File: config.mk
export PLATFORM = sky130hd
export DESIGN_NAME = mole_field
export DESIGN_NICKNAME = d
export VERILOG_FILES = /design/src/rtl/mole_pkg.sv /design/src/rtl/mole_cell.sv /design/src/rtl/mole_field.sv
export SDC_FILE = /design/constraint.sdc
export NUM_CORES = 1
export LEC_CHECK = 0
export CAP_MARGIN = 20
export CORE_UTILIZATION = 24
export DETAILED_ROUTE_END_ITERATION = 7
export GPL_ROUTABILITY_DRIVEN = 1
export PLACE_DENSITY = 0.38
export SETUP_SLACK_MARGIN = 0.2
export SLEW_MARGIN = 20
export SYNTH_ARGS = -nofsm -noshare
export SYNTH_HDL_FRONTEND = slang
export SYNTH_SLANG_ARGS = --single-unit
File: constraint.sdc
create_clock -name clk -period 15.8 [get_ports clk]
set_input_delay 3.16 -clock clk [delete_from_list [all_inputs] [get_ports clk]]
set_output_delay 3.16 -clock clk [all_outputs]
set_load 0.005 [all_outputs]
File: src/rtl/mole_pkg.sv
// Shared types and helpers for the whack-a-mole game core.
package mole_pkg;

   typedef enum logic [1:0] {
      IDLE = 2'd0,
      PLAY = 2'd1,
      OVER = 2'd2
   } game_state_e;

   // Population count over a fixed-width vector; callers zero-extend (supports up to 64 moles).
   function automatic logic [6:0] popcount(input logic [63:0] v);
      logic [6:0] c;
      c = '0;
      for (int i = 0; i < 64; i++) begin
         c = c + {6'd0, v[i]};
      end
      return c;
   endfunction

endpackage

File: src/rtl/mole_cell.sv
// One mole: active flag plus lifetime counter; classifies this cycle's whack/tick as hit, whiff or escape.
module mole_cell
   import mole_pkg::*;
#(
   parameter int LIFE_TICKS = 4
) (
   input  logic clk,
   input  logic rst_n,
   input  logic play,
   input  logic clear,
   input  logic tick,
   input  logic whack,
   input  logic spawn_req,
   output logic active,
   output logic hit,
   output logic whiff,
   output logic escape
);

   localparam int LW = $clog2(LIFE_TICKS + 1);

   logic          active_reg;
   logic [LW-1:0] life_reg;

   assign active = active_reg;
   assign hit    = play && whack && active_reg;
   assign whiff  = play && whack && !active_reg;
   // A whack on the expiring tick counts as a hit, never an escape.
   assign escape = play && tick && active_reg && !whack && (life_reg == LW'(1));

   always_ff @(posedge clk or negedge rst_n) begin
      if (!rst_n) begin
         active_reg <= 1'b0;
         life_reg   <= '0;
      end else if (clear) begin
         active_reg <= 1'b0;
         life_reg   <= '0;
      end else if (play) begin
         if (active_reg) begin
            if (hit || escape) begin
               active_reg <= 1'b0;
               life_reg   <= '0;
            end else if (tick) begin
               life_reg <= life_reg - LW'(1);
            end
         end else if (spawn_req) begin
            active_reg <= 1'b1;
            life_reg   <= LW'(LIFE_TICKS);
         end
      end
   end

endmodule

File: src/rtl/mole_field.sv
// Whack-a-mole game core: switch edge detect, round FSM and timer, saturating score/miss counters.
module mole_field
   import mole_pkg::*;
#(
   parameter int N_MOLES     = 18,
   parameter int LIFE_TICKS  = 4,
   parameter int ROUND_TICKS = 60,
   parameter int MAX_MISSES  = 8,
   parameter int SCORE_W     = 8
) (
   input  logic               clk,
   input  logic               rst_n,
   input  logic               tick,
   input  logic               start,
   input  logic [N_MOLES-1:0] sw,
   input  logic [N_MOLES-1:0] spawn,
   input  logic               spawn_valid,
   output logic [N_MOLES-1:0] led,
   output logic [N_MOLES-1:0] hit_pulse,
   output logic [N_MOLES-1:0] escape_pulse,
   output logic [SCORE_W-1:0] score,
   output logic [SCORE_W-1:0] misses,
   output logic [1:0]         state,
   output logic               game_over
);

   localparam int CNT_W = $clog2(N_MOLES + 1);
   localparam int SUM_W = CNT_W + SCORE_W;
   localparam int RT_W  = $clog2(ROUND_TICKS + 1);
   localparam logic [SUM_W-1:0] SAT = {{CNT_W{1'b0}}, {SCORE_W{1'b1}}};

   game_state_e        state_reg;
   logic [N_MOLES-1:0] prev_sw_reg;
   logic [N_MOLES-1:0] hit_pulse_reg;
   logic [N_MOLES-1:0] escape_pulse_reg;
   logic [SCORE_W-1:0] score_reg;
   logic [SCORE_W-1:0] misses_reg;
   logic [RT_W-1:0]    round_cnt_reg;
   logic               game_over_reg;

   logic [N_MOLES-1:0] whack;
   logic [N_MOLES-1:0] active;
   logic [N_MOLES-1:0] hit;
   logic [N_MOLES-1:0] whiff;
   logic [N_MOLES-1:0] escape;

   logic               play;
   logic               begin_round;
   logic               round_done;
   logic               max_hit;
   logic               end_round;
   logic               clear;
   logic [SUM_W-1:0]   score_sum;
   logic [SUM_W-1:0]   miss_sum;
   logic [SCORE_W-1:0] score_next;
   logic [SCORE_W-1:0] misses_next;

   assign whack       = sw ^ prev_sw_reg;
   assign play        = (state_reg == PLAY);
   assign begin_round = start && (state_reg != PLAY);

   generate
      for (genvar gi = 0; gi < N_MOLES; gi++) begin : g_cell
         mole_cell #(
            .LIFE_TICKS(LIFE_TICKS)
         ) u_cell (
            .clk       (clk),
            .rst_n     (rst_n),
            .play      (play),
            .clear     (clear),
            .tick      (tick),
            .whack     (whack[gi]),
            .spawn_req (spawn_valid && spawn[gi]),
            .active    (active[gi]),
            .hit       (hit[gi]),
            .whiff     (whiff[gi]),
            .escape    (escape[gi])
         );
      end
   endgenerate

   // Whiff needs an idle mole and escape an active one, so OR-ing them counts both exactly.
   assign score_sum   = SUM_W'(score_reg) + SUM_W'(popcount(64'(hit)));
   assign miss_sum    = SUM_W'(misses_reg) + SUM_W'(popcount(64'(whiff | escape)));
   assign score_next  = (score_sum > SAT) ? {SCORE_W{1'b1}} : score_sum[SCORE_W-1:0];
   assign misses_next = (miss_sum > SAT) ? {SCORE_W{1'b1}} : miss_sum[SCORE_W-1:0];

   assign round_done = tick && (round_cnt_reg == RT_W'(1));
   assign max_hit    = (MAX_MISSES != 0) && (32'(misses_next) >= 32'(MAX_MISSES));
   assign end_round  = play && (round_done || max_hit);
   assign clear      = begin_round || end_round;

   always_ff @(posedge clk or negedge rst_n) begin
      if (!rst_n) begin
         state_reg        <= IDLE;
         prev_sw_reg      <= '0;
         hit_pulse_reg    <= '0;
         escape_pulse_reg <= '0;
         score_reg        <= '0;
         misses_reg       <= '0;
         round_cnt_reg    <= '0;
         game_over_reg    <= 1'b0;
      end else begin
         prev_sw_reg      <= sw;
         hit_pulse_reg    <= '0;
         escape_pulse_reg <= '0;
         case (state_reg)
            IDLE, OVER: begin
               if (start) begin
                  state_reg     <= PLAY;
                  game_over_reg <= 1'b0;
                  score_reg     <= '0;
                  misses_reg    <= '0;
                  round_cnt_reg <= RT_W'(ROUND_TICKS);
               end
            end
            PLAY: begin
               score_reg  <= score_next;
               misses_reg <= misses_next;
               if (tick) begin
                  round_cnt_reg <= round_cnt_reg - RT_W'(1);
               end
               // Final-cycle events are counted but their pulses are suppressed.
               if (end_round) begin
                  state_reg     <= OVER;
                  game_over_reg <= 1'b1;
               end else begin
                  hit_pulse_reg    <= hit;
                  escape_pulse_reg <= escape;
               end
            end
            default: begin
               state_reg     <= IDLE;
               game_over_reg <= 1'b0;
            end
         endcase
      end
   end

   assign led          = active;
   assign hit_pulse    = hit_pulse_reg;
   assign escape_pulse = escape_pulse_reg;
   assign score        = score_reg;
   assign misses       = misses_reg;
   assign state        = state_reg;
   assign game_over    = game_over_reg;

endmodule
Word level (Yosys, flattened, before mapping)
Index checks and enable logic that the tools add are counted.
{"block": "totals", "reg_bits": 151, "latch_bits": 0, "mem_bits_rw": 0, "romBits": 0, "inputBits": 41, "output_inout_bits": 73, "wordCells": 638, "memories": 0}
{"block": "classes", "add_sub_neg": 101, "n_mul": 0, "n_div": 0, "magnitude_cmp": 3, "eq_ne": 43, "shift": 0, "muxes": 216, "bitwise_logic": 2, "n_reduce_logical": 229}
{"cell": "$mux W3", "count": 108}
{"cell": "$add A7 B1 Y7 const B", "count": 46}
{"cell": "$add A7 B1 Y7", "count": 22}
{"cell": "$logic_and A1 B1 Y1", "count": 130}
{"cell": "$mux W1", "count": 92}
{"cell": "$mux W18", "count": 4}
{"cell": "$ne A4 B4 Y1 const B", "count": 18}
{"cell": "$reduce_and A3 Y1", "count": 19}
{"cell": "$eq A3 B1 Y1 const B", "count": 18}
{"cell": "$reduce_bool A3 Y1", "count": 18}
{"cell": "$sub A3 B1 Y3 const B", "count": 18}
{"cell": "$logic_not A1 Y1", "count": 36}
{"cell": "$pmux W8 S2", "count": 2}
{"cell": "$mux W8", "count": 3}
{"cell": "$logic_or A1 B1 Y1", "count": 20}
{"cell": "$add A8 B7 Y9", "count": 2}
{"cell": "$gt A9 B8 Y1 const B", "count": 2}
{"cell": "$or A18 B18 Y18", "count": 1}
{"cell": "$xor A18 B18 Y18", "count": 1}
{"cell": "$add A6 B1 Y7", "count": 2}
{"cell": "$add A5 B1 Y6", "count": 2}
{"cell": "$mux W6", "count": 2}
{"cell": "$pmux W6 S2", "count": 1}
{"cell": "$add A4 B1 Y5", "count": 2}
{"cell": "other kinds (17)", "count": 25}

Depth between registers and ports, before layout
Gate-level depths: netlist of the first run.
{"block": "logic_depth", "ltp_word": 78, "ltp_mapped": 26, "depth_no_buf": 24}

By module
Synthesis of the first run repeated with hierarchy kept, for this count alone.
{"block": "unflattened", "hier_cells": 1028, "hier_area_um2": 10127.2}
{"mod": "mole_cell", "instances": 18, "cells_per_inst": 33, "area_per_inst_um2": 299.0, "seq_area_each_um2": 100.1}
{"mod": "mole_field", "instances": 1, "cells_per_inst": 434, "area_per_inst_um2": 4744.6, "seq_area_each_um2": 1951.9}

Worst setup path after synthesis of the first run
Ideal clock, no wire load.
{"block": "synth_timing", "path_type": "input port to flip-flop", "startpoint": "in tick", "endpoint": "reg escape_pulse_reg[5] (netlist: escape_pulse[5])", "setup_ps": 95, "t_arrival_ps": 8704, "t_required_ps": 15705, "slack_ps": 7001, "path_stages": 22, "path_buffers": 3, "cell_sequence": "clkbuf_1 clkbuf_1 nand4_1 a21oi_1 fa_1 fa_1 fa_1 inv_1 fa_1 fa_1 inv_1 fa_1 inv_1 fa_1 inv_1 a21oi_1 o221a_2 a32o_2 nand3_1 or3_1 buf_4 nor4b_2"}
{"block": "synth_between", "elab_chain_cells": 76, "elab_cells_between_ends": 128, "classes_between": "64 x add/sub; 2 x order compare; 3 x mux; 1 x bitwise; 58 x reduce/logical"}
{"item": "start, declared", "line_no": "mole_field.sv:13", "rtl": "input logic tick,"}
{"item": "$logic_and A1 B1 Y1 (4 in a row)", "line_no": "mole_cell.sv:29", "rtl": "assign escape = play && tick && active_reg && !whack && (life_reg == LW'(1));"}
{"item": "$or A18 B18 Y18", "line_no": "mole_field.sv:84", "rtl": "assign miss_sum = SUM_W'(misses_reg) + SUM_W'(popcount(64'(whiff | escape)));"}
{"item": "$add A1 B1 Y2", "line_no": "mole_pkg.sv:15", "rtl": "c = c + {6'd0, v[i]};"}
{"item": "$add A2 B1 Y3", "line_no": "mole_pkg.sv:15"}
{"item": "$add A3 B1 Y4", "line_no": "mole_pkg.sv:15"}
{"item": "$add A4 B1 Y5", "line_no": "mole_pkg.sv:15"}
{"item": "$add A5 B1 Y6", "line_no": "mole_pkg.sv:15"}
{"item": "$add A6 B1 Y7", "line_no": "mole_pkg.sv:15"}
{"item": "$add A7 B1 Y7 (57 in a row)", "line_no": "mole_pkg.sv:15"}
{"item": "$add A8 B7 Y9", "line_no": "mole_field.sv:84"}
{"item": "$gt A9 B8 Y1", "line_no": "mole_field.sv:86", "rtl": "assign misses_next = (miss_sum > SAT) ? {SCORE_W{1'b1}} : miss_sum[SCORE_W-1:0];"}
{"item": "$mux W8", "line_no": "mole_field.sv:86"}
{"item": "$ge A8 B4 Y1", "line_no": "mole_field.sv:89", "rtl": "assign max_hit = (MAX_MISSES != 0) && (32'(misses_next) >= 32'(MAX_MISSES));"}
{"item": "$logic_or A1 B1 Y1", "line_no": "mole_field.sv:90", "rtl": "assign end_round = play && (round_done || max_hit);"}
{"item": "$logic_and A1 B1 Y1", "line_no": "mole_field.sv:90"}
{"item": "$mux W18 *", "line_no": "mole_field.sv:124", "rtl": "if (end_round) begin"}
{"item": "$mux W18 *", "line_no": "mole_field.sv:107", "rtl": "case (state_reg)"}
{"item": "end signal, assigned", "line_no": "mole_field.sv:129", "rtl": "escape_pulse_reg <= escape;"}
{"item": "end, declared", "line_no": "mole_field.sv:35", "rtl": "logic [N_MOLES-1:0] escape_pulse_reg;"}
Every way passes the cells marked *; elsewhere a longest branch is shown, timed or not.
A chain may end at the register's enable or synchronous reset.

Final worst setup path of the first run
{"block": "layout_timing", "startpoint": "in tick", "endpoint": "reg g_cell[12].u_cell.life_reg[1]"}
{"block": "layout_between", "elab_chain_cells": 77, "elab_cells_between_ends": 136, "classes_between": "64 x add/sub; 2 x order compare; 1 x eq/ne; 5 x mux; 1 x bitwise; 63 x reduce/logical"}
{"item": "$logic_and A1 B1 Y1 (4 in a row)", "line_no": "mole_cell.sv:29"}
{"item": "$or A18 B18 Y18", "line_no": "mole_field.sv:84"}
{"item": "$add A1 B1 Y2", "line_no": "mole_pkg.sv:15"}
{"item": "$add A2 B1 Y3", "line_no": "mole_pkg.sv:15"}
{"item": "$add A3 B1 Y4", "line_no": "mole_pkg.sv:15"}
{"item": "$add A4 B1 Y5", "line_no": "mole_pkg.sv:15"}
{"item": "$add A5 B1 Y6", "line_no": "mole_pkg.sv:15"}
{"item": "$add A6 B1 Y7", "line_no": "mole_pkg.sv:15"}
{"item": "(+58 left out)"}
{"item": "$gt A9 B8 Y1", "line_no": "mole_field.sv:86"}
{"item": "$mux W8", "line_no": "mole_field.sv:86"}
{"item": "$ge A8 B4 Y1", "line_no": "mole_field.sv:89"}
{"item": "$logic_or A1 B1 Y1", "line_no": "mole_field.sv:90"}
{"item": "$logic_and A1 B1 Y1", "line_no": "mole_field.sv:90"}
{"item": "$logic_or A1 B1 Y1", "line_no": "mole_field.sv:91", "rtl": "assign clear = begin_round || end_round;"}
{"item": "$ne A4 B4 Y1 (no line), or another cell as far along"}
{"item": "$reduce_and A3 Y1 (no line)"}
{"item": "end signal, assigned", "line_no": "mole_cell.sv:44", "rtl": "life_reg <= life_reg - LW'(1);"}
{"item": "end signal, assigned", "line_no": "mole_cell.sv:48", "rtl": "life_reg <= LW'(LIFE_TICKS);"}
{"item": "end, declared", "line_no": "mole_cell.sv:23", "rtl": "logic [LW-1:0] life_reg;"}
Parallel ways exist; a longest one is shown, timed or not. The select of a mux whose other input is x is not followed.

==> results by stage, run 1 <==
Synthesis:
- The cell type contributing the most total cell area after synthesis is dfrtp_1.
- The cell area after synthesis is 9660 um^2.
- For this run, asynchronously set or reset flops after synthesis account for 100%.
- By count the netlist is led by 152 x nor2_1, 151 x dfrtp_1, 93 x nand2_1.
- In this run the biggest area consumer among cell types represents between 30% and 40% of the synthesized area.
- The synthesized instance count is 1073.
- The primary flip-flop cell chosen by synthesis mapping is dfrtp_1.
- Counting every net in the synthesized netlist gives 1205.
- Ranked by total cell area, the synthesized netlist is headed by dfrtp_1 39%, ha_1 8.4%, nor2_1 5.9%.
- The number of register bits inferred by synthesis is 151.
- Summing the sequential cell areas from Yosys gives between 30% and 40% of the chip area.
- In this run the mean area of a mapped cell was 9.00 um^2.
- The Yosys step of the flow raised 0 warnings.
- The number of distinct library cells after synthesis is 59.
- The number of flops mapped to enable cells by yosys is 0.
- The most common cell in the synthesized netlist is nor2_1.

Floorplan:
- Pin placement for this block handled 114 I/O pins.
- The floorplan step defined a core boundary enclosing 39700 um^2.
- The floorplan step set the die width to 203 um.
- The die is 203 um tall.
- The floorplan has 73 rows.
- The die outline area is 41000 um^2.
- For this configuration, the core starts out at a cell density of 24.3%.

Routing:
- The count of nets left with antenna violations once routing finished came out at 0.
- The first detailed-routing pass took 6 iterations.
- For this run, design rule violations remaining after detail routing come to 2.
- The routed length per instance is approximately 17 um.
- After the first detailed-routing iteration, the DRC count stood at roughly 390.
- Dividing the detail-routed via count by the number of cells gives ~4.5.
- The detailed-route via count is 7618.
- The total wire length is 29300 um.

CTS:
- The number of gates resized after cts is 0.
- CTS saw 151 sinks.
- Clock latency on the worst-skew pair, taken at its later pin, is 0.44 ns.
- The clock transition time at the flip-flop clock pins of the worst setup and hold paths is 0.06 ns.
- The number of levels the H-tree was split into is 4.
- The master cell of the clock root buffer is clkbuf_16.
- Counting the buffers created by CTS gives 17.
- The post-cts hold buffer count is 0.
- Post-CTS timing repair inserted 0 buffers for setup.
- The CTS tree is built.
- The buffer levels on the longest clock path is 2.

Power:
- The total power is 1.98 mW.
- The worst-case IR drop observed on VDD is 113 uV.
- The static leakage is 5.04 nW.
- The power density of the placed cells is 167 nW/um^2.

Placement:
- The global placer's final weighted congestion is slightly below 0.8.
- Port buffering added 113 buffers.
- Timing analysis after detailed placement gives a worst setup slack of 4.37 ns.
- The count of placed standard cells including taps is 1650.
- Once detailed placement completed, the half-perimeter wirelength came to 20800 um.
- The instance area at placement is approximately 11000 um^2.

Timing:
- The number of endpoints failing setup at the final stage is 0.
- The final clock skew is 0.00995 ns.
- The worst path uses 68.7% of the clock period.
- The final-layout setup total negative slack is 0 ns.
- In this run the tightest slew margin relative to its limit is 33.3%.
- The final-report hold violation count was 0.
- Setup repair after global routing left no endpoint under its margin.
- The smallest clock period supported by the final layout is computed as 10.85 ns.
- The maximum achievable frequency is 92.2 MHz.
- Across all setup checks in the final design, the least slack found is 4.95 ns.
- For the pin with the worst max-slew slack, the measured transition is 1.00 ns.
- The final max-slew violation count is 0.
- The final worst hold slack is between 0.4 and 0.5 ns.

Global route:
- For this run, global-route usage on met1 was measured as a little over a fifth.
- The first global-routing pass estimated 46600 um of wire.
- In this run the most used layer during global routing was met2.
- Entering global routing, the biggest net connects between 80 and 90 pins.
- The number of antenna violations at the first check in global routing came to 0.
- The via count of the first global-routing pass was about 7800.
- In the global route stage, met2 resource usage came out at 23.1%.
- The total overflow left after global routing is 0.
- The global-route track usage on met3 is 2.87%.
- The global-route total usage across every layer is 15.0%.

Setup path:
- The number of cells traversed by the worst register-to-register path is 25.
- The arrival time of data at the critical path endpoint is 11.16 ns.
- The critical path data required time is 16.11 ns.
- The startpoint class of the critical path is an input pin.
- By startpoint and endpoint, the worst setup path is classified as in2reg.
- The flop-to-flop setup slack is 7.89 ns.
- The origin of the critical flop-to-flop path is g_cell[6].u_cell.life_reg[1].
- Along the worst path, the maximum fanout reaches 52.
- STA classifies the critical path endpoint as a register.
- The endpoint identified for the worst register-to-register timing path is g_cell[12].u_cell.life_reg[1].

Layout:
- The register with the most flip-flops in the layout has 54 of them.
- Compared with the post-synthesis result, the final layout area differs by 22.6%.
- Excluding fillers, the count of instances in the completed layout stands at 1682.
- The number of nets in the finished design is approximately 1300.
- Cells fill 29.8% of the core in the end.
- The number of antenna cells inserted is 0.
- The post-route netlist has 7.09% of its cells at a drive strength greater than 1.
- After routing the design area is 11800 um^2.

Status:
- The final reports fail on DRC.
- The flow ran to the end, but the final reports show violations.

Worst hold path:
- The worst hold path terminates at escape_pulse[16].
- The start point of the worst hold path is g_cell[16].u_cell.life_reg[2].
- The path class of the tightest hold or removal check is reg2reg.
- The depth of the worst hold-timing path is 1.

Job:
- Across the run, the number of max-cap violations was 0.
-- cells by family after synthesis --
kind of cell             Yosys count  synth area share, %
flip-flops                       151                 39.1
XOR/XNOR                          44                 4.07
multiplexers                       5                0.544
adder cells (fa/ha/maj)           91                 13.8
buffers and inverters            141                 6.65
AO/OA/AOI/OAI                    233                 15.7
AND/OR/NAND/NOR                  408                 20.1
-- critical path, cell delays in order --
cell and delay, ns:
clkdlybuf4s50_1 0.47, buf_4 0.24, inv_2 0.24, or3_1 0.45, nor2_1 0.11, o21ai_0 0.13, fa_1 0.51, inv_1 0.05
fa_1 0.46, fa_1 0.49, inv_1 0.05, fa_1 0.54, fa_1 0.56, inv_1 0.05, fa_1 0.44, inv_1 0.09
fa_1 0.25, inv_1 0.10, o2111ai_1 0.24, o311ai_2 0.15, a31oi_2 0.23, nand4b_4 0.17, buf_4 0.56, o21a_2 0.74
buf_4 0.51, nor2_1 0.11
-- worst max-delay path by stage --
| stage | start | slack, ns | cells after the start | to |
|---|---|---|---|---|
| 2_1_floorplan | tick | 7.00 | 22 | escape_pulse[5] |
| 3_3_place_gp | tick | 4.51 | 26 | g_cell[11].u_cell.life_reg[2] |
| 3_5_place_dp | tick | 4.37 | 26 | g_cell[12].u_cell.life_reg[1] |
| 4_1_cts | tick | 4.83 | 26 | g_cell[12].u_cell.life_reg[1] |
| 5_1_grt | tick | 4.33 | 25 | g_cell[12].u_cell.life_reg[1] |
| 6_report | tick | 4.95 | 26 | g_cell[12].u_cell.life_reg[1] |
-- where the power goes --
part | leakage, nW | switching (mW) | total, mW | internal (mW)
logic | 2.68 | 0.594 | 0.976 | 0.383
clock network | 0.333 | 0.175 | 0.479 | 0.304
registers | 2.02 | 0.0841 | 0.523 | 0.439
-- placed cells by master (no fill, tap or decap), types with 17 or more instances in the layout --
cell	Yosys	final
nand3_1	51	51
clkdlybuf4s50_1	0	112
a21o_1	17	17
inv_1	67	67
nand2_1	93	93
clkbuf_16	0	17
fa_1	26	26
nor2_1	152	151
nor2b_1	21	20
a21oi_1	86	86
ha_1	65	65
dfrtp_1	151	151
nor3_1	21	21
xnor2_1	22	22
o21ai_0	60	60
xor2_1	21	21
-- cell type report --
class | instances | area (um^2)
well taps | 525 | 657
clock inverters | 13 | 225
inverters | 68 | 255
flip-flops and latches | 151 | 3780
repair buffers | 125 | 1220
fillers | 4222 | 27900
multi-input cells | 781 | 5250
clock buffers | 19 | 453
-- per-layer routing --
layer | vias to the layer above | part of all wire, %
met3 | 26 | 3.5
met2 | 126 | 45
met5 | - | 0
met1 | 3707 | 50
li1 | 3759 | -
met4 | 0 | 1.4
(Power assumes the default switching activity.)
==> inputs of run 2 (changes only) <==
==> constraint.sdc (replaced) <==
create_clock -name clk -period 10.81 [get_ports clk]
set_input_delay 2.162 -clock clk [delete_from_list [all_inputs] [get_ports clk]]
set_output_delay 2.162 -clock clk [all_outputs]
set_load 0.005 [all_outputs]
==> run 2 against run 1 <==
Against the previous run: the run still ends with DRC left; hold slack worse by 0.0024 ns; utilization decreased by 0.22 points; critical path depth shrank 4; sequential power grew 46%; clock-buffer cell count unchanged; cell count shrank 0.12%; sequential cell count stayed put.
==> results by stage, run 2 (same netlist as run 1, synthesis figures left out) <==
Layout:
- The number of nets in the finished design is 1275.
- The repair_antennas step left the layout with diodes totalling 0.
- Of the cells placed in the final design, the portion with a size suffix greater than 1 is 6.75%.
- After filler insertion, the fill cell instance count of the layout stands at 4180.
- In the layout the commonest cells are 151 x nor2_1, 151 x dfrtp_1, 112 x clkdlybuf4s50_1, 93 x nand2_1, 86 x a21oi_1.
- The area growth from synthesis to layout is 21.7%.
- The flip-flop count of the largest register after layout is between 50 and 60.

CTS:
- The source-to-sink clock delay at the later pin of the worst-skew pair is 0.44 ns.
- The clock transition time at the flip-flop clock pins of the worst setup and hold paths is roughly 0.070 ns.
- The post-CTS repair timing setup buffer count is 0.
- The master cell of the clock root buffer is clkbuf_16.
- The number of buffers created by CTS is 17.
- The buffer levels on the longest clock path is 2.
- The number of gates resized after cts is 0.
- The number of levels the H-tree was split into is 4.
- The post-cts hold buffer count is 0.
- Clock tree synthesis found a total of 151 sinks.
- TritonCTS built the clock tree.

Worst hold path:
- The path class of the lowest-slack min-delay path is reg2reg.
- The startpoint identified for the worst hold timing path is g_cell[16].u_cell.life_reg[2].

Floorplan:
- The die outline area is ~41000 um^2.
- Once the floorplan was initialized, standard cells occupied 24.3% of the core.
- The number of top-level design ports is 114.
- In this run the horizontal extent of the chip is a little over 200 um.
- The floorplan has 73 rows.
- In this run the standard cell core region covers 39700 um^2.
- The die boundary height is between 200 and 250 um.

Placement:
- Detailed placement ended at an HPWL of 20500 um.
- Routability-driven placement finished with a final weighted congestion of ~0.77.
- The count of buffers added on input and output ports is 113.

Global route:
- The pin count of the biggest net entering global routing is 91.
- The total congestion overflow is 0.
- The number of antenna violations at the first check in global routing came to 0.
- The first global-routing pass estimated 46300 um of wire.
- The global-route total usage across every layer is 14.9%.
- The via count of the first global-routing pass is 7780.

Setup path:
- STA puts the critical path data arrival time at 9.01 ns.
- The worst setup path is launched from an input pin.
- In this run the worst path has a maximum fanout of 33.
- The startpoint identified for the worst register-to-register timing path is g_cell[8].u_cell.life_reg[1].
- The nature of the critical path endpoint is a register.
- The startpoint of the worst setup timing path is tick.
- The critical path class is in2reg.
- For the worst setup path, the data required time is 11.10 ns.

Timing:
- Adding up every negative setup slack in the final design gives 0 ns.
- Setup violations remaining at the end of the flow were counted as 0.
- The post-layout minimum cycle time is roughly 8.7 ns.
- The final max-slew violation count is 0.
- Setup repair after global routing left no endpoint under its margin.
- The share of the clock period used by the worst path is between 80% and 90%.
- Based on the critical path, the design can be clocked at up to 115 MHz.
- The normalized max-slew margin is 38.1%.
- The transition time at the pin with the least slew margin is ~0.93 ns.
- The final-report hold violation count is 0.
- The clock arrives with 0.0143 ns of skew.

Routing:
- The routed length per instance is 17.5 um.
- The number of detailed-routing iterations run before antenna repair is 7.
- The remaining antenna violation count after routing is 0.
- Across all layers, the routed design uses 7644 vias.
- In this run, the number of DRC markers left after iteration 0 of detailed routing was 442.
- The final layout contains routed wiring with a total length of just under 30000 um.
- The total DRC errors in the routed layout is 2.
- The via-per-instance ratio is 4.55.

Job:
- Across the run, the number of max-cap violations was 0.

Power:
- After layout, the design draws a total of approximately 2.9 mW.
- In this run the static leakage power is 4.99 nW.
- The worst voltage drop across the vdd grid is 170 uV.
- The power density of the placed cells is approximately 240 nW/um^2.

Status:
- The final reports fail on DRC.
- The run finished, with violations left.
==> run 2: cell count changes in the layout (fill, tap and decap cells not counted), sizes merged <==
| cell | previous run | this run |
|---|---|---|
| bufinv | 6 | 3 |
| clkinv | 6 | 7 |
| inv | 68 | 69 |
| buf | 13 | 12 |
==> run 2: power breakdown <==
group	switching (mW)	internal (mW)	total [mW]
combinational	0.896	0.572	1.47
sequential	0.123	0.641	0.764
clock	0.258	0.362	0.620
total	1.28	1.58	2.85
==> run 2: final cells by class <==
class | instances | area [um^2] | share of cell area [%]
clock buffers | 19 | 433 | 3.68
flip-flops and latches | 151 | 3780 | 32.2
repair buffers | 124 | 1230 | 10.4
well taps | 525 | 657 | 5.59
clock inverters | 12 | 153 | 1.30
multi-input cells | 781 | 5250 | 44.6
inverters | 68 | 255 | 2.17
==> run 2: worst paths after layout <==
check,to,slack [ns],cells past startpoint
setup / recovery,g_cell[10].u_cell.life_reg[2],2.09,22
hold / removal,escape_pulse[16],0.49,1
setup reg to reg,g_cell[10].u_cell.life_reg[2],3.85,24
hold reg to reg,escape_pulse[16],0.49,1
max in group asynchronous,hit_pulse[13],7.56,2
min in group asynchronous,g_cell[2].u_cell.active,1.84,1
==> run 2: layer usage <==
layer	share of wire (%)	global-route usage (%)	vias to the layer above	routed length [um]
li1	-	-	3769	-
met1	50	21.1	3746	14700
met2	46	23.6	117	13500
met3	3.1	2.60	12	909
met4	0.68	2.90	0	199
met5	0	0	-	0
==> run 2: worst max-delay path, cell delays in order <==
cell,delay [ns]
clkdlybuf4s50_1,0.51
buf_4,0.39
nand4_1,0.15
a21oi_1,0.27
fa_1,0.53
fa_1,0.53
fa_1,0.55
inv_1,0.06
fa_1,0.52
fa_1,0.55
inv_1,0.05
fa_1,0.45
inv_1,0.08
fa_1,0.24
inv_1,0.10
o2111ai_1,0.25
o311ai_2,0.15
a31oi_2,0.25
nand4b_4,0.19
o21a_2,0.63
buf_12,0.29
a2111oi_2,0.07
==> run 2: through the flow <==
step / cells / worst slack (ns) / utilization [%] / cell area, um^2 / hold slack, ns
after CTS: 1680 / 2.00 / 29.6 / 11800 / 0.499
final: 1680 / 2.09 / 29.6 / 11800 / 0.493
after floorplan: 1073 / 3.01 / - / 9660 / 0.452
after global routing: 1680 / 1.71 / 29.6 / 11800 / 0.519
after detailed placement: 1649 / 1.55 / 28.1 / 11200 / 0.487
after global placement: 1649 / 1.71 / 28.1 / 11200 / 0.496
==> inputs of run 3 (changes only) <==
==> constraint.sdc (replaced) <==
create_clock -name clk -period 8.15 [get_ports clk]
set_input_delay 1.63 -clock clk [delete_from_list [all_inputs] [get_ports clk]]
set_output_delay 1.63 -clock clk [all_outputs]
set_load 0.005 [all_outputs]
==> run 3 against run 2 <==
Against the previous run: the flow still finishes with violations (DRC); utilization grew 0.80 points; via count rose by 1.8%; hold slack improved by 0.0078 ns; largest power group unchanged; combinational power grew 41%; cell count grew 2.0%; die area unchanged; sequential cell count stayed put.
==> results by stage, run 3 (same netlist as run 1, synthesis figures left out) <==
Timing:
- On the final layout, the worst clock skew is about 0.02 ns.
- The final max-slew violation count is 0.
- Setup violations remaining at the end of the flow were counted as 0.
- The final-report hold violation count is 0.
- The maximum achievable frequency is 131 MHz.
- At the pin with the least slew margin, the transition time is about 0.85 ns.
- Setup repair after global routing left no endpoint under its margin.
- The post-layout minimum cycle time is roughly 7.7 ns.
- In this run the tightest slew margin relative to its limit is 43.2%.
- The share of the clock period used by the worst path is a little over nine tenths.
- Adding up every negative setup slack in the final design gives 0 ns.

Global route:
- The pin count of the biggest net entering global routing is 81.
- The global-route total usage across every layer is 15.4%.
- The via count of the first global-routing pass is 7876.
- The number of antenna violations at the first check in global routing is 0.
- The global-route wire length before repair is 47700 um.
- The total congestion overflow is 0.

Job:
- The number of maximum-capacitance constraint violations is 0.

CTS:
- CTS saw 151 sinks.
- The clock tree synthesis step divided the H-tree into 4 levels.
- TritonCTS built the clock tree.
- The source-to-sink clock delay at the later pin of the worst-skew pair is 0.44 ns.
- The master cell of the clock root buffer is clkbuf_16.
- The number of gates resized after cts is 0.
- The clock passes through at most 2 buffers.
- The number of clock buffers added by TritonCTS is 17.
- The post-cts hold buffer count is 0.
- The post-CTS repair timing setup buffer count is 0.
- The clock transition time at the flip-flop clock pins of the worst setup and hold paths is 0.07 ns.

Floorplan:
- The die covers 41000 um^2.
- The die boundary height is 203 um.
- The region available for standard cell placement spans roughly 40000 um^2.
- The floorplan step set the die width to 203 um.
- 114 I/O pins were placed.
- The floorplan has 73 rows.
- The initial utilization of the core area, before any placement, comes to 24.3%.

Layout:
- The number of nets in the finished design is 1307.
- Across the whole layout, storage elements account for 3780 um^2.
- Leaving out fill and tap cells, the most frequent cells in the layout are 151 x nor2_1, 151 x dfrtp_1, 112 x clkdlybuf4s50_1, 93 x nand2_1, 86 x a21oi_1.
- The fraction of final layout cells sized beyond drive strength 1 is 9.68%.
- At the end of the flow the core is filled with cells to 30.4%.
- The number of antenna cells inserted is 0.
- The flip-flop count of the largest register after layout is 54.
- Summing all multi-input logic gate instances after layout gives 5260 um^2.
- The area growth from synthesis to final layout is 25.0%.
- The final-layout fill cell count is about 4200.

Placement:
- Detailed placement ended at an HPWL of 22400 um.
- During placement, the flow inserted port buffers numbering 113.
- The global placer's final weighted congestion is 0.791.

Power:
- Power spread over the standard cell area amounts to between 300 and 400 nW/um^2.
- The worst voltage drop across the vdd grid is 266 uV.
- The static leakage is 5.16 nW.

Setup path:
- At the worst endpoint, the required time is 8.53 ns.
- The largest single stage delay on the critical path is 0.57 ns.
- The slowest stage of the critical path is the clkdlybuf4s50_1 cell.
- The cell that appears most often on the critical path is fa_1.
- The nature of the critical path endpoint is a register.
- The worst setup path is launched from an input pin.
- The arrival time of data at the critical path endpoint is about 8 ns.
- The worst setup path is of the in2reg kind.
- Of all nets on the critical path, the largest fanout is 10.

Routing:
- The detailed-route via count is 7783.
- In the final routed layout, each cell accounts on average for 17.9 um.
- The number of violations reported at the end of detailed-routing iteration 0 is 418.
- Using the TritonRoute via totals, the vias-per-cell ratio works out to 4.54.
- The total wire length is 30600 um.
- The total DRC errors in the routed layout is 2.
- In this run the remaining antenna-violating nets after routing total 0.
- The number of detailed-routing iterations run before antenna repair is 6.

Worst hold path:
- The tightest min-delay check is of the reg2reg type.

Status:
- The final reports fail on DRC.
- The run finished, with violations left.
-- run 3: routing by layer --
metal	track usage, %	up-vias	wire, um
met1	22.0	3824	15400
li1	-	3831	-
met5	0	-	0
met4	3.20	0	285
met3	2.58	19	895
met2	24.2	109	14000
-- run 3: worst max-delay path, delay by kind of cell --
family                     cells  cell delay, ns
buffers and inverters          9            1.32
AOI/OAI and AO/OA              4            0.69
adders and majority gates      7            3.20
and+or+nand+nor                5            1.15
-- run 3: layout make-up --
cell class                 instances  area share (%)
clock buffer                      18            3.64
multi-input combinational        781            43.6
tap                              525            5.44
timing repair buffer             156            12.4
sequential                       151            31.3
inverter                          68            2.14
clock inverter                    14            1.45
-- run 3: per-stage QoR --
stage / cells / instance area [um^2] / hold WS [ns] / power [mW] / setup WS, ns
global placement: 1681 / 11400 / 0.489 / 3.13 / 0.0460
global route: 1713 / 12100 / 0.528 / 4.28 / 0.202
finish: 1713 / 12100 / 0.501 / 3.94 / 0.499
detailed placement: 1681 / 11400 / 0.493 / 3.12 / 0.00605
CTS: 1713 / 12000 / 0.500 / 4.01 / 0.461
floorplan: 1073 / 9660 / 0.452 / 2.35 / 0.881
-- run 3: power by group --
part / total [mW] / switching [mW] / internal (mW)
logic: 2.08 / 1.21 / 0.865
registers: 1.02 / 0.166 / 0.850
clock network: 0.850 / 0.357 / 0.493
total: 3.94 / 1.74 / 2.21
-- run 3: final timing paths --
path / depth (start not counted) / startpoint / to / slack (ns)
max: 25 / tick / escape_pulse[11] / 0.50
min: 1 / g_cell[16].u_cell.life_reg[2] / escape_pulse[16] / 0.50
max reg2reg: 27 / g_cell[12].u_cell.life_reg[1] / escape_pulse[11] / 1.56
min reg2reg: 1 / g_cell[16].u_cell.life_reg[2] / escape_pulse[16] / 0.50
max in group asynchronous: 2 / rst_n / g_cell[13].u_cell.life_reg[2] / 5.70
min in group asynchronous: 1 / rst_n / g_cell[0].u_cell.active / 1.25
